File: config.mk
export PLATFORM = sky130hd
export DESIGN_NAME = vga_plot_arbiter_flat
export DESIGN_NICKNAME = d
export VERILOG_FILES = /design/src/rtl/vga_plot_arbiter_if.sv /design/src/rtl/vga_plot_arbiter.sv /design/src/flat_wrapper.sv
export SDC_FILE = /design/constraint.sdc
export NUM_CORES = 1
export LEC_CHECK = 0
export BUFFER_PORTS_ARGS = -buffer_cell sky130_fd_sc_hd__buf_4
export CORE_MARGIN = 2
export CORE_UTILIZATION = 45
export DETAILED_ROUTE_END_ITERATION = 6
export PLACE_DENSITY = 0.82
export SLEW_MARGIN = 20
export SYNTH_ARGS = -nofsm -noshare
export SYNTH_HDL_FRONTEND = slang
export SYNTH_SLANG_ARGS = --single-unit
export TNS_END_PERCENT = 5
File: constraint.sdc
create_clock -name CLOCK_50 -period 2.05 [get_ports CLOCK_50]
set_input_delay 0 -clock CLOCK_50 [delete_from_list [all_inputs] [get_ports CLOCK_50]]
set_output_delay 0 -clock CLOCK_50 [all_outputs]
set_load 0.005 [all_outputs]
File: src/rtl/vga_plot_arbiter_if.sv
// Pixel-port bundle between the drawing clients, the clear trigger and the VGA adapter.
// The arbiter takes the slave side; whatever drives the clients and the clear takes the master side.
interface vga_plot_arbiter_if;
  logic       clear_start;
  logic [2:0] clear_colour;
  logic       clear_busy;

  logic       c0_req;
  logic [7:0] c0_x;
  logic [6:0] c0_y;
  logic [2:0] c0_colour;
  logic       c0_ack;

  logic       c1_req;
  logic [7:0] c1_x;
  logic [6:0] c1_y;
  logic [2:0] c1_colour;
  logic       c1_ack;

  logic [7:0] vga_x;
  logic [6:0] vga_y;
  logic [2:0] vga_colour;
  logic       vga_plot;

  modport master (
    output clear_start, clear_colour,
    output c0_req, c0_x, c0_y, c0_colour,
    output c1_req, c1_x, c1_y, c1_colour,
    input  clear_busy, c0_ack, c1_ack,
    input  vga_x, vga_y, vga_colour, vga_plot
  );

  modport slave (
    input  clear_start, clear_colour,
    input  c0_req, c0_x, c0_y, c0_colour,
    input  c1_req, c1_x, c1_y, c1_colour,
    output clear_busy, c0_ack, c1_ack,
    output vga_x, vga_y, vga_colour, vga_plot
  );
endinterface

File: src/rtl/vga_plot_arbiter.sv
// Shares the single VGA pixel-write port between two req/ack drawing clients,
// with a full-screen clear sweep that overrides both clients while it runs.
module vga_plot_arbiter #(
  parameter int WIDTH  = 160,
  parameter int HEIGHT = 120
) (
  input  logic                CLOCK_50,
  input  logic                reset,
  vga_plot_arbiter_if.slave   bus
);

  localparam logic [0:0] ST_ARB   = 1'b0;
  localparam logic [0:0] ST_CLEAR = 1'b1;

  localparam logic [7:0] X_LAST = 8'(WIDTH - 1);
  localparam logic [6:0] Y_LAST = 7'(HEIGHT - 1);

  logic [0:0] state;
  logic       last_grant;
  logic [7:0] x_q;
  logic [6:0] y_q;
  logic [2:0] colour_q;
  logic       plot_q;
  logic       ack0_q;
  logic       ack1_q;
  logic       busy_q;
  logic [2:0] clr_colour;
  logic [7:0] cnt_x;
  logic [6:0] cnt_y;
  logic       sweep_done;

  logic       elig0;
  logic       elig1;
  logic       grant0;
  logic       grant1;
  logic [7:0] sel_x;
  logic [6:0] sel_y;
  logic [2:0] sel_colour;
  logic       sel_in_range;
  logic       last_pixel;

  // A client acked on the previous edge is not eligible, which enforces the
  // two-cycle minimum per client and gives the round-robin its alternation.
  assign elig0 = bus.c0_req & ~ack0_q;
  assign elig1 = bus.c1_req & ~ack1_q;
  assign grant0 = elig0 & (~elig1 | last_grant);
  assign grant1 = elig1 & ~grant0;

  assign sel_x        = grant1 ? bus.c1_x      : bus.c0_x;
  assign sel_y        = grant1 ? bus.c1_y      : bus.c0_y;
  assign sel_colour   = grant1 ? bus.c1_colour : bus.c0_colour;
  assign sel_in_range = (sel_x <= X_LAST) && (sel_y <= Y_LAST);

  assign last_pixel = (cnt_x == X_LAST) && (cnt_y == Y_LAST);

  always_ff @(posedge CLOCK_50) begin
    if (reset) begin
      state      <= ST_ARB;
      last_grant <= 1'b1;
      x_q        <= '0;
      y_q        <= '0;
      colour_q   <= '0;
      plot_q     <= 1'b0;
      ack0_q     <= 1'b0;
      ack1_q     <= 1'b0;
      busy_q     <= 1'b0;
      clr_colour <= '0;
      cnt_x      <= '0;
      cnt_y      <= '0;
      sweep_done <= 1'b0;
    end else begin
      ack0_q <= 1'b0;
      ack1_q <= 1'b0;
      plot_q <= 1'b0;
      if (state == ST_ARB && bus.clear_start) begin
        // Pixel (0,0) goes out on the start edge itself; the counters hold the next pixel.
        state      <= ST_CLEAR;
        busy_q     <= 1'b1;
        clr_colour <= bus.clear_colour;
        x_q        <= '0;
        y_q        <= '0;
        colour_q   <= bus.clear_colour;
        plot_q     <= 1'b1;
        cnt_x      <= 8'd1;
        cnt_y      <= '0;
        sweep_done <= 1'b0;
      end else if (state == ST_CLEAR && !sweep_done) begin
        x_q      <= cnt_x;
        y_q      <= cnt_y;
        colour_q <= clr_colour;
        plot_q   <= 1'b1;
        if (last_pixel) begin
          sweep_done <= 1'b1;
        end else if (cnt_x == X_LAST) begin
          cnt_x <= '0;
          cnt_y <= cnt_y + 7'd1;
        end else begin
          cnt_x <= cnt_x + 8'd1;
        end
      end else begin
        // Leaving the sweep and ordinary arbitration share this path so a
        // stalled client is served on the very edge clear_busy drops.
        if (state == ST_CLEAR) begin
          state      <= ST_ARB;
          busy_q     <= 1'b0;
          sweep_done <= 1'b0;
        end
        if (grant0 || grant1) begin
          x_q        <= sel_x;
          y_q        <= sel_y;
          colour_q   <= sel_colour;
          plot_q     <= sel_in_range;
          ack0_q     <= grant0;
          ack1_q     <= grant1;
          last_grant <= grant1;
        end
      end
    end
  end

  assign bus.vga_x      = x_q;
  assign bus.vga_y      = y_q;
  assign bus.vga_colour = colour_q;
  assign bus.vga_plot   = plot_q;
  assign bus.c0_ack     = ack0_q;
  assign bus.c1_ack     = ack1_q;
  assign bus.clear_busy = busy_q;

endmodule

File: src/flat_wrapper.sv
// flat-port wrapper written by rule: the top's interface ports become plain ports
module vga_plot_arbiter_flat 
#(
  parameter int WIDTH  = 160,
  parameter int HEIGHT = 120
)
  (CLOCK_50, reset, bus_clear_start, bus_clear_colour, bus_c0_req, bus_c0_x, bus_c0_y, bus_c0_colour, bus_c1_req, bus_c1_x, bus_c1_y, bus_c1_colour, bus_clear_busy, bus_c0_ack, bus_c1_ack, bus_vga_x, bus_vga_y, bus_vga_colour, bus_vga_plot);
  vga_plot_arbiter_if bus_i ();
  input  logic CLOCK_50;
  input  logic reset;
  input wire logic [$bits(bus_i.clear_start)-1:0] bus_clear_start;
  input wire logic [$bits(bus_i.clear_colour)-1:0] bus_clear_colour;
  input wire logic [$bits(bus_i.c0_req)-1:0] bus_c0_req;
  input wire logic [$bits(bus_i.c0_x)-1:0] bus_c0_x;
  input wire logic [$bits(bus_i.c0_y)-1:0] bus_c0_y;
  input wire logic [$bits(bus_i.c0_colour)-1:0] bus_c0_colour;
  input wire logic [$bits(bus_i.c1_req)-1:0] bus_c1_req;
  input wire logic [$bits(bus_i.c1_x)-1:0] bus_c1_x;
  input wire logic [$bits(bus_i.c1_y)-1:0] bus_c1_y;
  input wire logic [$bits(bus_i.c1_colour)-1:0] bus_c1_colour;
  output wire logic [$bits(bus_i.clear_busy)-1:0] bus_clear_busy;
  output wire logic [$bits(bus_i.c0_ack)-1:0] bus_c0_ack;
  output wire logic [$bits(bus_i.c1_ack)-1:0] bus_c1_ack;
  output wire logic [$bits(bus_i.vga_x)-1:0] bus_vga_x;
  output wire logic [$bits(bus_i.vga_y)-1:0] bus_vga_y;
  output wire logic [$bits(bus_i.vga_colour)-1:0] bus_vga_colour;
  output wire logic [$bits(bus_i.vga_plot)-1:0] bus_vga_plot;
  assign bus_i.clear_start = bus_clear_start;
  assign bus_i.clear_colour = bus_clear_colour;
  assign bus_i.c0_req = bus_c0_req;
  assign bus_i.c0_x = bus_c0_x;
  assign bus_i.c0_y = bus_c0_y;
  assign bus_i.c0_colour = bus_c0_colour;
  assign bus_i.c1_req = bus_c1_req;
  assign bus_i.c1_x = bus_c1_x;
  assign bus_i.c1_y = bus_c1_y;
  assign bus_i.c1_colour = bus_c1_colour;
  assign bus_clear_busy = bus_i.clear_busy;
  assign bus_c0_ack = bus_i.c0_ack;
  assign bus_c1_ack = bus_i.c1_ack;
  assign bus_vga_x = bus_i.vga_x;
  assign bus_vga_y = bus_i.vga_y;
  assign bus_vga_colour = bus_i.vga_colour;
  assign bus_vga_plot = bus_i.vga_plot;
  vga_plot_arbiter #(.WIDTH(WIDTH), .HEIGHT(HEIGHT)) u_core (.CLOCK_50(CLOCK_50), .reset(reset), .bus(bus_i));
endmodule
==> flow_metrics.env <==
export IMPL_cts_sinks=43
export IMPL_chipWidth_um=73.3
export IMPL_ios=66
export IMPL_max_freq_ghz=0.541
export IMPL_synth_area_leaders="dfxtp_1, o32ai_1, a21oi_1"
export IMPL_drive_gt1_share_pct=28.8
export IMPL_grt_max_degree=21
export IMPL_synth_xor_area_share_pct=4.05
export IMPL_grt_pass1_wl_mm=8.91
export IMPL_cts_resized=0
export IMPL_htreeDepth=2
export IMPL_synth_compound_area_share_pct=24.0
export IMPL_cts_buffer_depth=2
export IMPL_start_util_pct=46.1
export IMPL_slew_headroom_pct=50.1
export IMPL_cp_start_kind="register"
export IMPL_routedWlPerCell_um=14.5
export IMPL_synth_cell_types=43
export IMPL_rows=25
export IMPL_synth_adder_area_share_pct=1.16
export IMPL_synth_edf_count=0
export IMPL_synth_top_family_by_area="simple AND/OR/NAND/NOR gates"
export IMPL_hold_violations=0
export IMPL_power_static_leakage_nw=1.21
export IMPL_wl_met2_mm=2.61
export IMPL_port_buffers=65
export IMPL_period_minus_slack_ns=1.85
export IMPL_rr_endpoint="u_core.cnt_y[1]$_SDFFE_PP0P_"
export IMPL_synth_area_um2=2160
export IMPL_ys_async_sr_fraction_pct=0
export IMPL_critPathKind="register to register"
export IMPL_antenna_found_initial=0
export IMPL_seq_area_frac_synth_pct=39.8
export IMPL_syn_to_final_growth_pct=33.0
export IMPL_worstMarginPinSlew_ns=0.747
export IMPL_setup_viol=0
export IMPL_fin_nets=371
export IMPL_period_share_pct=90.2
export IMPL_ys_warn_count=0
export IMPL_synth_common_cells="dfxtp_1, nor2_1, nand2_1"
export IMPL_min_path_type="primary input to register"
export IMPL_finalWirelength_mm=5.50
export IMPL_hold_path_startpoint="bus_c0_y[2]"
export IMPL_fin_util_pct=61.3
export IMPL_ir_drop_v=0.000240
export IMPL_yosys_area_share_simple_pct=24.9
export IMPL_dr_pass1_iters=4
export IMPL_grtUsageTotal_pct=21.3
export IMPL_route_met3_wl_um=263
export IMPL_syn_avg_cell_area_um2=8.55
export IMPL_arrival_ns=2.04
export IMPL_clkTransAtPathRegs_ns=0.08
export IMPL_finClkSkew_ns=0.00855
export IMPL_synth_nets=299
export IMPL_ant_nets=0
export IMPL_yosysMostFrequentCell="dfxtp_1"
export IMPL_clock_latency_ns=0.29
export IMPL_core_um2=4690
export IMPL_fillers=389
export IMPL_cts_tree="built"
export IMPL_synthCells=253
export IMPL_overflow=0
export IMPL_place_hpwl_mm=4.04
export IMPL_rrSetupSlack_ns=0.20
export IMPL_die_h_um=73.3
export IMPL_ys_ff_latch=43
export IMPL_grt_pass1_vias=1900
export IMPL_synthMuxAreaShare_pct=2.49
export IMPL_vias=2095
export IMPL_cp_required_ns=2.24
export IMPL_ys_flop_type="dfxtp_1"
export IMPL_whs_endpoint="u_core.bus.vga_y[2]$_SDFFE_PP0P_"
export IMPL_p_per_area_nw_per_um2=624
export IMPL_worstHoldPathCells=3
export IMPL_dieArea_um2=5380
export IMPL_root_buffer="clkbuf_8"
export IMPL_netlist_area_leader_share_pct=39.8
export IMPL_synth_area_leader_cell="dfxtp_1"
export IMPL_r2r_cells=6
export IMPL_viasPerCell=5.51
export IMPL_met1Wirelength_mm=2.55
export IMPL_drv_cap=0
export IMPL_numCtsBuffers=5
export IMPL_crit_path_end_kind="register"
export IMPL_post_route_drc_count=0
export IMPL_timing_rr_start="u_core.cnt_x[0]$_SDFFE_PP0P_"
export IMPL_place_gp_congestion=0.828
export IMPL_finalSetupTns_ns=0
export IMPL_dr_max_layer_used="met4"
export IMPL_drtIter0Drc=169
export IMPL_rsz0062_at_grt="false"
export IMPL_slew_viol_final=0
export IMPL_status="complete, no violations"
export IMPL_cp_max_fo=10
export IMPL_num_antenna_cells=0
==> worst max-delay path by stage <==
| stage | start | endpoint | cells after the start |
|---|---|---|---|
| floorplan | u_core.cnt_x[0]$_SDFFE_PP0P_ | u_core.cnt_y[1]$_SDFFE_PP0P_ | 6 |
| global placement | u_core.cnt_x[0]$_SDFFE_PP0P_ | u_core.cnt_y[1]$_SDFFE_PP0P_ | 6 |
| detailed placement | u_core.cnt_y[0]$_SDFFE_PP0P_ | u_core.cnt_x[0]$_SDFFE_PP0P_ | 6 |
| CTS | u_core.cnt_y[0]$_SDFFE_PP0P_ | u_core.cnt_x[0]$_SDFFE_PP0P_ | 6 |
| global route | u_core.cnt_x[0]$_SDFFE_PP0P_ | u_core.cnt_y[1]$_SDFFE_PP0P_ | 6 |
| finish | u_core.cnt_x[0]$_SDFFE_PP0P_ | u_core.cnt_y[1]$_SDFFE_PP0P_ | 6 |
==> metal layers <==
metal  up-vias  track usage, %
li1       1063               -
met1       974            28.1
met2        51            35.0
met3         7            4.25
met4         0            6.67
met5         -               0
==> power breakdown <==
| part | leakage (nW) | switching (mW) | internal [mW] |
|---|---|---|---|
| Clock | 0.0422 | 0.267 | 0.239 |
| Sequential | 0.351 | 0.0272 | 0.879 |
| Combinational | 0.814 | 0.183 | 0.198 |
| Total | 1.21 | 0.478 | 1.32 |
==> placed cells by master, fill, tap and decap left out, types with 2 or more instances in the layout <==
cell	n
nor2_1	32
a21oi_1	24
nor2b_1	4
nand3_1	5
a21boi_0	7
clkbuf_1	2
xnor2_1	7
nand4_1	5
mux2_2	3
mux2i_1	2
or3_1	3
buf_4	73
a211oi_1	5
a22oi_1	3
nand2b_1	6
dfxtp_1	43
xor2_1	3
nand2_1	27
o21ai_0	8
dlygate4sd3_1	7
clkbuf_8	5
ha_1	2
a21o_1	9
nor3_1	4
and3_1	2
o32ai_1	14
nor3b_4	2
==> final cells by class <==
type,instances,area [um2],share of cell area (%)
Clock buffer,7,76.3,2.65
Clock inverter,1,5.00,0.174
Inverter,1,3.75,0.131
Multi-Input combinational cell,193,1220,42.6
Sequential cell,43,861,29.9
Tap cell,54,67.6,2.35
Timing Repair Buffer,81,638,22.2
==> sequential cells by signal, summed over array words and instances, names as in the netlist, 3 cells and up <==
| register | cells |
|---|---|
| u_core.bus.vga_x | 8 |
| u_core.cnt_x | 8 |
| u_core.bus.vga_y | 7 |
| u_core.cnt_y | 7 |
| u_core.bus.vga_colour | 3 |
| u_core.clr_colour | 3 |
==> timing repair <==
item | CTS | global route
endpoints found under the hold margin | 10 | 0
hold buffers | 7 | 0
buffers inserted | 0 | 1
setup endpoints to repair | 0 | 3
==> logic make-up (layout without fill, tap and decap cells) <==
group           Yosys count  count (layout)
flops                    43              43
simple gates            100             100
fa+ha+maj                 2               2
buf+inv                  17              90
compound gates           76              76
xor+xnor                 10              10
mux                       5               5
==> metrics by stage <==
stage	area [um2]	hold WS, ns	std cells	setup slack (ns)	total power [mW]
floorplan	2160	0.106	253	0.388	1.12
global placement	2700	0.260	364	0.291	1.29
detailed placement	2700	0.265	364	0.180	1.29
CTS	2860	0.0609	379	0.118	1.81
global route	2880	0.0902	380	0.0716	1.89
finish	2880	0.0619	380	0.202	1.79
==> worst max-delay path, stage by stage, from the launching register on <==
cell and delay [ns]:
dfxtp_1 0.42, ha_1 0.25, nand4_2 0.23, nor2_8 0.23, nor3b_4 0.33, mux2i_1 0.23, nor2_1 0.05
Power figures use the tool's default switching activity.
